==> src/rtl/spram_req_ctrl_if.sv <==
// Request/response channel and spram port bundle for spram_req_ctrl.
// slave  : controller side (accepts requests, drives the spram port).
// master : client side (issues requests, models the spram).
interface spram_req_ctrl_if #(
  parameter int ADDR_W = 8,
  parameter int DATA_W = 32
) ();
  logic              req_valid;
  logic              req_ready;
  logic              req_wr;
  logic [ADDR_W-1:0] req_addr;
  logic [DATA_W-1:0] req_wdata;
  logic              rsp_valid;
  logic              rsp_ready;
  logic [DATA_W-1:0] rsp_rdata;
  logic              rsp_err;
  logic [ADDR_W-1:0] mem_addr;
  logic              mem_me;
  logic              mem_wen;
  logic [DATA_W-1:0] mem_wdata;
  logic [DATA_W-1:0] mem_rdata;
  logic              busy;

  modport slave (
    input  req_valid, req_wr, req_addr, req_wdata, rsp_ready, mem_rdata,
    output req_ready, rsp_valid, rsp_rdata, rsp_err,
    output mem_addr, mem_me, mem_wen, mem_wdata, busy
  );

  modport master (
    output req_valid, req_wr, req_addr, req_wdata, rsp_ready, mem_rdata,
    input  req_ready, rsp_valid, rsp_rdata, rsp_err,
    input  mem_addr, mem_me, mem_wen, mem_wdata, busy
  );
endinterface

==> src/rtl/spram_req_ctrl.sv <==
// spram_req_ctrl: single-outstanding request controller in front of a
// single-port RAM. One response is returned per accepted request.
// Optional feature macro: SPRAM_WR_VERIFY_EN (read-back check after writes).
//
// state   | meaning
// --------+-------------------------------------------------------------
// S_IDLE  | ready for a request (req_ready high)
// S_ACCESS| one-cycle spram access with the captured request
// S_WAIT  | read in flight, counting down RD_LAT
// S_VRD   | read-back access to the just-written address (verify only)
// S_VWAIT | read-back in flight, counting down RD_LAT (verify only)
// S_RSP   | response presented, held until rsp_ready
module spram_req_ctrl #(
  parameter int ADDR_W = 8,
  parameter int DATA_W = 32,
  parameter int RD_LAT = 1
) (
  input  logic           clk,
  input  logic           reset,
  spram_req_ctrl_if.slave bus
);

  localparam int CNT_W = (RD_LAT < 1) ? 1 : $clog2(RD_LAT + 1);

  typedef enum logic [2:0] {
    S_IDLE   = 3'd0,
    S_ACCESS = 3'd1,
    S_WAIT   = 3'd2,
`ifdef SPRAM_WR_VERIFY_EN
    S_VRD    = 3'd4,
    S_VWAIT  = 3'd5,
`endif
    S_RSP    = 3'd3
  } state_t;

  state_t            r_state;
  state_t            w_state_nxt;
  logic              r_req_ready;
  logic              r_wr;
  logic [ADDR_W-1:0] r_addr;
  logic [DATA_W-1:0] r_wdata;
  logic [DATA_W-1:0] r_rsp_rdata;
  logic [CNT_W-1:0]  r_cnt;

  logic w_accept;
  logic w_mem_me;
  logic w_mem_wen;
  logic w_rsp_valid;
  logic w_cnt_load;
  logic w_cnt_dec;
  logic w_cap_rd;
`ifdef SPRAM_WR_VERIFY_EN
  logic r_rsp_err;
  logic w_cap_vfy;
`endif

  // State register; req_ready is registered so it stays low through reset
  // and only rises once the FSM is genuinely back in IDLE.
  always_ff @(posedge clk or negedge reset) begin
    if (!reset) begin
      r_state     <= S_IDLE;
      r_req_ready <= 1'b0;
    end else begin
      r_state     <= w_state_nxt;
      r_req_ready <= (w_state_nxt == S_IDLE);
    end
  end

  // Next-state and per-state control strobes.
  always_comb begin
    w_state_nxt = r_state;
    w_accept    = 1'b0;
    w_mem_me    = 1'b0;
    w_mem_wen   = 1'b0;
    w_rsp_valid = 1'b0;
    w_cnt_load  = 1'b0;
    w_cnt_dec   = 1'b0;
    w_cap_rd    = 1'b0;
`ifdef SPRAM_WR_VERIFY_EN
    w_cap_vfy   = 1'b0;
`endif
    case (r_state)
      S_IDLE: begin
        if (bus.req_valid && r_req_ready) begin
          w_accept    = 1'b1;
          w_state_nxt = S_ACCESS;
        end
      end
      S_ACCESS: begin
        w_mem_me  = 1'b1;
        w_mem_wen = r_wr;
        if (r_wr) begin
`ifdef SPRAM_WR_VERIFY_EN
          w_state_nxt = S_VRD;
`else
          w_state_nxt = S_RSP;
`endif
        end else begin
          w_cnt_load  = 1'b1;
          w_state_nxt = S_WAIT;
        end
      end
      S_WAIT: begin
        w_cnt_dec = 1'b1;
        if (r_cnt == CNT_W'(1)) begin
          w_cap_rd    = 1'b1;
          w_state_nxt = S_RSP;
        end
      end
`ifdef SPRAM_WR_VERIFY_EN
      S_VRD: begin
        w_mem_me    = 1'b1;
        w_cnt_load  = 1'b1;
        w_state_nxt = S_VWAIT;
      end
      S_VWAIT: begin
        w_cnt_dec = 1'b1;
        if (r_cnt == CNT_W'(1)) begin
          w_cap_vfy   = 1'b1;
          w_state_nxt = S_RSP;
        end
      end
`endif
      S_RSP: begin
        w_rsp_valid = 1'b1;
        if (bus.rsp_ready) begin
          w_state_nxt = S_IDLE;
        end
      end
      default: begin
        w_state_nxt = S_IDLE;
      end
    endcase
  end

  // Request capture, latency down-counter and response data registers.
  // Response regs are cleared on accept so a plain write answers with 0.
  always_ff @(posedge clk or negedge reset) begin
    if (!reset) begin
      r_wr        <= 1'b0;
      r_addr      <= '0;
      r_wdata     <= '0;
      r_rsp_rdata <= '0;
      r_cnt       <= '0;
`ifdef SPRAM_WR_VERIFY_EN
      r_rsp_err   <= 1'b0;
`endif
    end else begin
      if (w_accept) begin
        r_wr        <= bus.req_wr;
        r_addr      <= bus.req_addr;
        r_wdata     <= bus.req_wdata;
        r_rsp_rdata <= '0;
`ifdef SPRAM_WR_VERIFY_EN
        r_rsp_err   <= 1'b0;
`endif
      end
      if (w_cnt_load) begin
        r_cnt <= CNT_W'(RD_LAT);
      end else if (w_cnt_dec && (r_cnt != '0)) begin
        r_cnt <= r_cnt - CNT_W'(1);
      end
      if (w_cap_rd) begin
        r_rsp_rdata <= bus.mem_rdata;
      end
`ifdef SPRAM_WR_VERIFY_EN
      if (w_cap_vfy) begin
        r_rsp_rdata <= bus.mem_rdata;
        r_rsp_err   <= (bus.mem_rdata != r_wdata);
      end
`endif
    end
  end

  assign bus.req_ready = r_req_ready;
  assign bus.rsp_valid = w_rsp_valid;
  assign bus.rsp_rdata = r_rsp_rdata;
`ifdef SPRAM_WR_VERIFY_EN
  assign bus.rsp_err   = r_rsp_err;
`else
  assign bus.rsp_err   = 1'b0;
`endif
  assign bus.mem_addr  = r_addr;
  assign bus.mem_me    = w_mem_me;
  assign bus.mem_wen   = w_mem_wen;
  assign bus.mem_wdata = r_wdata;
  assign bus.busy      = (r_state != S_IDLE);

endmodule

==> src/flat_wrapper.sv <==
// flat-port wrapper written by rule: the top's interface ports become plain ports
module spram_req_ctrl_flat 
#(
  parameter int ADDR_W = 8,
  parameter int DATA_W = 32,
  parameter int RD_LAT = 1
)
  (clk, reset, bus_req_valid, bus_req_wr, bus_req_addr, bus_req_wdata, bus_rsp_ready, bus_mem_rdata, bus_req_ready, bus_rsp_valid, bus_rsp_rdata, bus_rsp_err, bus_mem_addr, bus_mem_me, bus_mem_wen, bus_mem_wdata, bus_busy);
  spram_req_ctrl_if #(.ADDR_W(ADDR_W), .DATA_W(DATA_W)) bus_i ();
  input  logic clk;
  input  logic reset;
  input wire logic [$bits(bus_i.req_valid)-1:0] bus_req_valid;
  input wire logic [$bits(bus_i.req_wr)-1:0] bus_req_wr;
  input wire logic [$bits(bus_i.req_addr)-1:0] bus_req_addr;
  input wire logic [$bits(bus_i.req_wdata)-1:0] bus_req_wdata;
  input wire logic [$bits(bus_i.rsp_ready)-1:0] bus_rsp_ready;
  input wire logic [$bits(bus_i.mem_rdata)-1:0] bus_mem_rdata;
  output wire logic [$bits(bus_i.req_ready)-1:0] bus_req_ready;
  output wire logic [$bits(bus_i.rsp_valid)-1:0] bus_rsp_valid;
  output wire logic [$bits(bus_i.rsp_rdata)-1:0] bus_rsp_rdata;
  output wire logic [$bits(bus_i.rsp_err)-1:0] bus_rsp_err;
  output wire logic [$bits(bus_i.mem_addr)-1:0] bus_mem_addr;
  output wire logic [$bits(bus_i.mem_me)-1:0] bus_mem_me;
  output wire logic [$bits(bus_i.mem_wen)-1:0] bus_mem_wen;
  output wire logic [$bits(bus_i.mem_wdata)-1:0] bus_mem_wdata;
  output wire logic [$bits(bus_i.busy)-1:0] bus_busy;
  assign bus_i.req_valid = bus_req_valid;
  assign bus_i.req_wr = bus_req_wr;
  assign bus_i.req_addr = bus_req_addr;
  assign bus_i.req_wdata = bus_req_wdata;
  assign bus_i.rsp_ready = bus_rsp_ready;
  assign bus_i.mem_rdata = bus_mem_rdata;
  assign bus_req_ready = bus_i.req_ready;
  assign bus_rsp_valid = bus_i.rsp_valid;
  assign bus_rsp_rdata = bus_i.rsp_rdata;
  assign bus_rsp_err = bus_i.rsp_err;
  assign bus_mem_addr = bus_i.mem_addr;
  assign bus_mem_me = bus_i.mem_me;
  assign bus_mem_wen = bus_i.mem_wen;
  assign bus_mem_wdata = bus_i.mem_wdata;
  assign bus_busy = bus_i.busy;
  spram_req_ctrl #(.ADDR_W(ADDR_W), .DATA_W(DATA_W), .RD_LAT(RD_LAT)) u_core (.clk(clk), .reset(reset), .bus(bus_i));
endmodule
==> config.mk <==
export PLATFORM = sky130hd
export DESIGN_NAME = spram_req_ctrl_flat
export DESIGN_NICKNAME = d
export VERILOG_FILES = /design/src/rtl/spram_req_ctrl_if.sv /design/src/rtl/spram_req_ctrl.sv /design/src/flat_wrapper.sv
export SDC_FILE = /design/constraint.sdc
export NUM_CORES = 1
export LEC_CHECK = 0
export BUFFER_PORTS_ARGS = -buffer_cell sky130_fd_sc_hd__buf_4
export CAP_MARGIN = 20
export CORE_MARGIN = 1.5
export CORE_UTILIZATION = 32
export DETAILED_ROUTE_END_ITERATION = 12
export PLACE_DENSITY = 0.63
export SETUP_SLACK_MARGIN = 0.15
export SLEW_MARGIN = 5
export SYNTH_ARGS = -nofsm -noshare
export SYNTH_HDL_FRONTEND = slang
export SYNTH_SLANG_ARGS = --single-unit
==> constraint.sdc <==
create_clock -name clk -period 2 [get_ports clk]
set_clock_uncertainty 0.05 [all_clocks]
set_input_delay 0.4 -clock clk [delete_from_list [all_inputs] [get_ports clk]]
set_output_delay 0.4 -clock clk [all_outputs]
set_load 0.03 [all_outputs]
==> run_results.csv, run 1 <==
group,metric,value,unit
critical_path,worst_r2r_src,"u_core.r_state[0]",
synthesis,ys_seq_elements,78,
synthesis,synth_enable_flop_cells,0,
placement,numPlacedInstances,534,
synthesis,post_synth_inst_count,254,
critical_path,critPathArrivalTime,1.37,ns
sta,rsz_0062_raised_after_global_routing,"true",
synthesis,post_synth_num_cell_types,26,
critical_path,timing.critical_path.buf_inv,2,
cts,clk_pin_slew,0.08,ns
sta,finalHoldViolCount,0,
synthesis,yosys.area.top_type,"dfrtp_1",
floorplanning,initial_core_util,33.1,%
grt,grt_pass1_wl,12400,um
route,avgViaCountPerCell,4.43,
grt,grt.total_usage,14.4,%
cts,cts.path.max_buffers,2,
critical_path,timing.critical_path.fanout_max,7,
critical_path,path_delay_family,"flip-flops",
floorplanning,vertical_extent_of_the_die,104,um
cts,h-tree-depth,3,
route,routedWlPerCell,13.7,um
critical_path,cp-end-kind,"output port",
placement,dp_hpwl,5300,um
critical_path,crit_type,"reg -> out",
synthesis,mapped_area,3250,um^2
floorplanning,fp.coreArea,9820,um^2
synthesis,ys_seq_area_share,60.0,%
grt,grt.overflow.total,0,
synthesis,yosys_most_used_dff,"dfrtp_1",
cts,cts_tree,"done",
placement,port_buffers,153,
grt,grt_max_degree,37,
cts,clock_root_buffer_master,"clkbuf_8",
critical_path,critPathLaunch,"u_core.r_state[2]",
critical_path,crit_path_max_incr_delay,0.39,ns
floorplanning,io_pins,155,
route,first_iter_violations,97,
layout,finish.net_count,490,
synthesis,leading_cell_types_by_total_area_after_synthesis,"dfrtp_1 60%, mux2_4 18%, nand2_1 7.7%",
route,via_count,2433,
grt,first_global_vias,2473,
sta,timing.setup.tns,0,ns
layout,finalNonFillerCells,549,
sta,worst_hold_slack,0.212,ns
route,drt_first_pass_iters,4,
synthesis,synth.most_common_cell,"dfrtp_1",
critical_path,worst_path_max_delay_cell,"dfrtp_1",
layout,n_antenna_cell,0,
sta,finalSetupViolCount,0,
flow_run,drv.max_cap_violation_count,0,
critical_path,path_cells,"buf_6 > nor3b_4 > and2_4 > buf_6",
route,detail_route.wirelength,7540,um
power_and_ir_drop,power.leakage,2.40,nW
critical_path,cp-start-kind,"flop",
placement,place.gp.congestion,0.743,
sta,report.final.slew_viol_count,0,
power_and_ir_drop,power-per-cell-area,1720,nW/um^2
floorplanning,std_cell_rows,36,
sta,timing.fmax,550,MHz
route,detail-route-antenna-nets,0,
hold_path,hold_class,"in -> reg",
sta,final_min_period_over_clock_period,90.9,%
floorplanning,die_width,104,um
synthesis,synth-async-reset-ratio,100,%
grt,antenna_found_initial,0,
critical_path,critical_path_required,1.55,ns
layout,layout-drive-gt1-share,53.8,%
status,run_status,"finished, final reports clean",
synthesis,synthesis.yosys.warnings,0,
floorplanning,design.die.area,10800,um^2
cts,clkSinkCount,78,
route,remaining_drc_errors,0,
critical_path,worst_path_most_repeated_cell,"buf_6",
power_and_ir_drop,irDropWorstVdd,0.000777,V
hold_path,start_point_of_the_worst_min_delay_path,"bus_mem_rdata[30]",
synthesis,yosysTopAreaCellShare,60.0,%
sta,finalCriticalPeriod,1.82,ns
synthesis,synthesis.area_per_instance,12.8,um^2
layout,syn2layout_area_growth,49.2,%
cts,cts_inserted_buffers,9,
synthesis,synth.top_cells.by_count,"78 x dfrtp_1, 67 x nand2_1, 38 x mux2_4",
cts,worstSkewPairLatency,0.33,ns
==> per-layer routing <==
layer	share of wire, %	vias to the layer above	global-route usage (%)	routed length [um]
li1	-	1159	-	-
met1	45	1171	19.1	3410
met2	46	95	22.5	3500
met3	6.9	8	3.96	520
met4	1.3	0	5.36	99
met5	0	-	0	0
==> stage by stage <==
stage          utilization [%]  setup slack, ns  instance area [um^2]  power (mW)
2_1_floorplan                -            0.182                  3260        5.29
3_3_place_gp              46.5            0.333                  4560        6.82
3_5_place_dp              46.5            0.299                  4560        6.88
4_1_cts                   49.4            0.154                  4850        8.46
5_1_grt                   49.4            0.109                  4850        8.78
6_report                  49.4            0.182                  4850        8.35
==> layout make-up <==
| class | count | area, um^2 |
|---|---|---|
| well taps | 133 | 166 |
| fillers | 918 | 4970 |
| clock inverters | 4 | 120 |
| inverters | 1 | 3.75 |
| flip-flops and latches | 78 | 1950 |
| repair buffers | 165 | 1290 |
| clock buffers | 10 | 138 |
| multi-input cells | 158 | 1180 |
==> repair_timing <==
action	in CTS	in global routing
hold endpoints to repair	24	0
buffers inserted	0	0
setup endpoints to repair	1	2
hold buffers	1	0
gates resized for setup	6	0
pin swaps	2	0
==> power breakdown <==
group / internal [mW] / leakage [nW] / switching, mW
clock network: 0.976 / 0.128 / 0.534
registers: 2.33 / 0.970 / 0.447
logic: 1.78 / 1.30 / 2.28
==> final timing paths <==
| path | to | slack, ns | depth (start not counted) |
|---|---|---|---|
| max in group asynchronous | u_core.bus.rsp_rdata[12] | 0.87 | 3 |
| worst min register to register | u_core.bus.mem_wdata[13] | 0.46 | 1 |
| min in group asynchronous | u_core.bus.mem_wdata[24] | 0.46 | 2 |
| worst max-delay path | bus_mem_wen | 0.18 | 4 |
| worst min-delay path | u_core.bus.rsp_rdata[30] | 0.21 | 3 |
| worst max register to register | u_core.bus.mem_wdata[12] | 0.28 | 4 |
==> state kept, by name, summed over array words and instances, names as in the netlist <==
name / flops
u_core.bus.mem_addr: 8
u_core.bus.rsp_rdata: 32
u_core.r_cnt: 1
u_core.r_state: 3
u_core.bus.mem_wdata: 32
u_core.r_wr: 1
u_core.bus.req_ready: 1
==> kinds of logic (layout without fill, tap and decap cells) <==
family	Yosys count	after routing	synth area share (%)
and+or+nand+nor	77	77	10.4
muxes	41	41	18.6
DFF	78	78	60.0
AOI/OAI and AO/OA	38	38	6.16
buffers and inverters	19	180	4.69
other	1	2	0.115
==> cell usage in the layout, fill, tap and decap left out <==
master,Yosys,final
buf_4,1,157
dfrtp_1,78,78
nand2_1,67,67
mux2_4,38,38
o21ai_0,32,32
clkbuf_8,0,10
bufinv_16,0,4
buf_6,1,4
mux2_2,3,3
buf_12,4,3
nor3_1,2,2
o21ai_1,2,2
conb_1,1,2
nor3b_4,0,1
and2_4,0,1
or3_4,1,1
nor2_1,1,1
inv_1,1,1
a31oi_1,1,1
a211o_1,1,1
a211oi_1,1,1
nor3b_1,2,1
o21a_1,1,1
nor2_8,1,1
nand4bb_1,1,1
nor4bb_4,0,1
dlygate4sd3_1,0,1
==> worst reg2reg max path: cells and delay by family, from the launching register on <==
family / cells / cell delay (ns)
buffers and inverters: 1 / 0.21
flip-flops: 1 / 0.39
AND/OR/NAND/NOR: 2 / 0.59
multiplexers: 1 / 0.36
Note: power is estimated with default switching activity, not from simulation.
==> run 2: changes to the inputs <==
Settings changed: ABC_AREA set to 1.
==> run 2 against run 1 <==
Against the previous run: non-clock buffer count decreased by 3; combinational power fell by 16%; global-route usage increased by 0.31 points; worst setup slack better by 0.051 ns; cell area down 5.1%; critical path type unchanged; highest routed layer unchanged.
==> run_results.csv, run 2 <==
group,metric,value,unit
synthesis,synthSimpleGateAreaFrac,21.1,%
cts,clkSinkCount,78,
critical_path,worst_r2r_path_depth,6,
route,via_count,2738,
synthesis,synth.most_common_cell,"nand2_1",
grt,grt.busiest_layer,"met2",
critical_path,worst_r2r_src,"u_core.r_state[2]",
sta,finalCriticalPeriod,1.77,ns
grt,globalRouteMet2Util,23.2,%
sta,timing.setup.tns,0,ns
critical_path,worst_path_most_repeated_cell,"nand2_2",
sta,report.final.slew_viol_count,0,
sta,timing.fmax,566,MHz
critical_path,reg2reg_to,"u_core.bus.rsp_rdata[17]",
cts,cts.path.max_buffers,2,
synthesis,synth-async-reset-ratio,100,%
grt,first_global_vias,2529,
critical_path,crit_type,"reg -> out",
critical_path,path_cells,"nand2_2 > nor2_4 > nand2_2 > inv_1 > buf_4",
synthesis,synthesis.yosys.warnings,0,
cts,worstSkewPairLatency,0.35,ns
route,routedWlPerCell,12.1,um
layout,n_antenna_cell,0,
placement,detailedPlace.worstSlack,0.344,ns
synthesis,yosys_most_used_dff,"dfrtp_1",
route,first_iter_violations,88,
floorplanning,fp.coreArea,9370,um^2
cts,clk_pin_slew,0.09,ns
power_and_ir_drop,power_frac_clock,15.1,%
sta,finalSetupViolCount,0,
synthesis,yosys.area.top_type,"dfrtp_1",
sta,rsz_0062_raised_after_global_routing,"true",
flow_run,drv.max_cap_violation_count,0,
status,run_status,"finished, final reports clean",
floorplanning,initial_core_util,33.4,%
synthesis,post_synth_num_cell_types,20,
sta,postLayoutSetupSlackWorst,0.232,ns
power_and_ir_drop,power.switching,3.17,mW
layout,postLayoutCellArea,4610,um^2
synthesis,ys_seq_elements,78,
synthesis,yosys.area_share.xor_xnor,0,%
grt,grt_pass1_wl,12000,um
route,detail-route-antenna-nets,0,
synthesis,synth_top_family_by_area,"simple AND/OR/NAND/NOR gates",
hold_path,hold_path_depth,3,
grt,antenna_found_initial,0,
synthesis,post_synth_inst_count,343,
synthesis,area_fraction_in_compound_gates_after_synthesis,6.85,%
route,avgViaCountPerCell,4.33,
floorplanning,io_pins,155,
cts,clock_root_buffer_master,"clkbuf_8",
floorplanning,die_width,102,um
grt,grt_max_degree,62,
critical_path,critPathArrivalTime,1.32,ns
critical_path,crit_path_max_incr_delay,0.45,ns
floorplanning,vertical_extent_of_the_die,102,um
placement,dp_hpwl,5580,um
power_and_ir_drop,irDropWorstVdd,0.000624,V
sta,final_min_period_over_clock_period,88.4,%
synthesis,leading_cell_types_by_total_area_after_synthesis,"dfrtp_1 62%, nand2_1 14%, inv_1 5.5%",
hold_path,timing.hold.worst_endpoint,"u_core.bus.rsp_rdata[22]",
floorplanning,std_cell_rows,35,
placement,numPlacedInstances,613,
layout,finalNonFillerCells,632,
route,remaining_drc_errors,0,
placement,placedInstanceArea,4390,um^2
critical_path,critical_path_required,1.55,ns
hold_path,start_point_of_the_worst_min_delay_path,"bus_mem_rdata[22]",
placement,port_buffers,153,
sta,worst_hold_slack,0.196,ns
grt,grt.overflow.total,0,
sta,finalHoldViolCount,0,
sta,maxSlewHeadroom,64.2,%
synthesis,ys_seq_area_share,62.4,%
route,detail_route.wirelength,7660,um
layout,finish.net_count,575,
critical_path,worst_path_max_delay_cell,"dfrtp_1",
synthesis,synth-adder-area-share,0,%
layout,most_common_cell_after_layout_fill_and_taps_aside,"buf_4",
layout,layout-drive-gt1-share,36.6,%
floorplanning,design.die.area,10400,um^2
sta,worst_slew_pin_slew,0.538,ns
layout,most_frequent_cells_in_the_layout,"159 x buf_4, 113 x nand2_1, 78 x dfrtp_1, 46 x inv_1, 34 x o21ai_0",
hold_path,hold_class,"in -> reg",
power_and_ir_drop,power.sequential.fraction,37.0,%
critical_path,cp-start-kind,"flop",
grt,grt.total_usage,14.7,%
power_and_ir_drop,power-per-cell-area,1550,nW/um^2
critical_path,r2r_slack,0.39,ns
placement,place.gp.congestion,0.742,
route,drt_first_pass_iters,4,
layout,syn2layout_area_growth,47.4,%
cts,cts_inserted_buffers,9,
cts,cts_tree,"done",
synthesis,synth.top_cells.by_count,"115 x nand2_1, 78 x dfrtp_1, 46 x inv_1",
synthesis,mapped_area,3130,um^2
cts,h-tree-depth,3,
synthesis,yosysTopAreaCellShare,62.4,%
grt,grt_util_met1,19.3,%
power_and_ir_drop,power.leakage,2.66,nW
power_and_ir_drop,internal_power,3.96,mW
synthesis,synthesis.area_per_instance,9.11,um^2
critical_path,cp-end-kind,"output port",
critical_path,timing.critical_path.fanout_max,4,
grt,grt_use_met3,4.24,%
synthesis,post_synth_mux_area_share,0,%
power_and_ir_drop,pwr-share-comb,47.8,%
power_and_ir_drop,power_switching_share,44.5,%
synthesis,synth_enable_flop_cells,0,
## run 2: cells by family after synthesis
family | count (synthesis)
AO/OA/AOI/OAI | 42
flip-flops | 78
buffers and inverters | 66
other | 1
AND/OR/NAND/NOR | 156
## run 2: timing repair
action                                 CTS  global route
setup buffers                            1             1
hold buffers                             1             0
setup endpoints to repair                1            13
pin swaps                                0             1
gates resized for setup                  1             4
endpoints found under the hold margin   28             0
## run 2: worst max path at each step
stage               depth (start not counted)  slack [ns]         startpoint                       end
global placement                            5        0.42  u_core.r_state[0]  u_core.bus.rsp_rdata[24]
global route                                6        0.14  u_core.r_state[2]               bus_mem_wen
CTS                                         6        0.18  u_core.r_state[2]               bus_mem_wen
floorplan                                   5        0.16  u_core.r_state[2]               bus_mem_wen
finish                                      5        0.23  u_core.r_state[0]               bus_mem_wen
detailed placement                          5        0.34  u_core.r_state[0]  u_core.bus.rsp_rdata[17]
## run 2: metrics by stage
step           power (mW)  utilization [%]
3_3_place_gp         6.02             46.8
2_1_floorplan        4.67                -
5_1_grt              7.61             49.2
3_5_place_dp         6.09             46.8
4_1_cts              7.21             49.0
6_report             7.13             49.2
## run 2: area by class of cell
type	instances	area (um^2)
Clock buffer	9	124
Clock inverter	7	57.6
Fill cell	912	4760
Inverter	47	178
Multi-Input combinational cell	200	892
Sequential cell	78	1950
Tap cell	129	161
Timing Repair Buffer	162	1240
## run 2: worst max-delay path, delay by kind of cell (launching register included)
family        cells  cell delay (ns)
buf+inv           2             0.21
flops             1             0.45
simple gates      3             0.32
## run 2: per-layer routing
layer	wire, um	share of wire [%]
met1	3360	44
met2	3540	46
met3	662	8.6
met4	98	1.3
met5	0	0
## run 2: power by group through the flow
stage	logic [mW]	registers, mW	clock network [mW]
5_1_grt	3.69	2.72	1.20
3_3_place_gp	3.38	2.64	0
6_report	3.41	2.64	1.08
3_5_place_dp	3.44	2.65	0
4_1_cts	3.44	2.64	1.13
2_1_floorplan	0.824	3.84	0
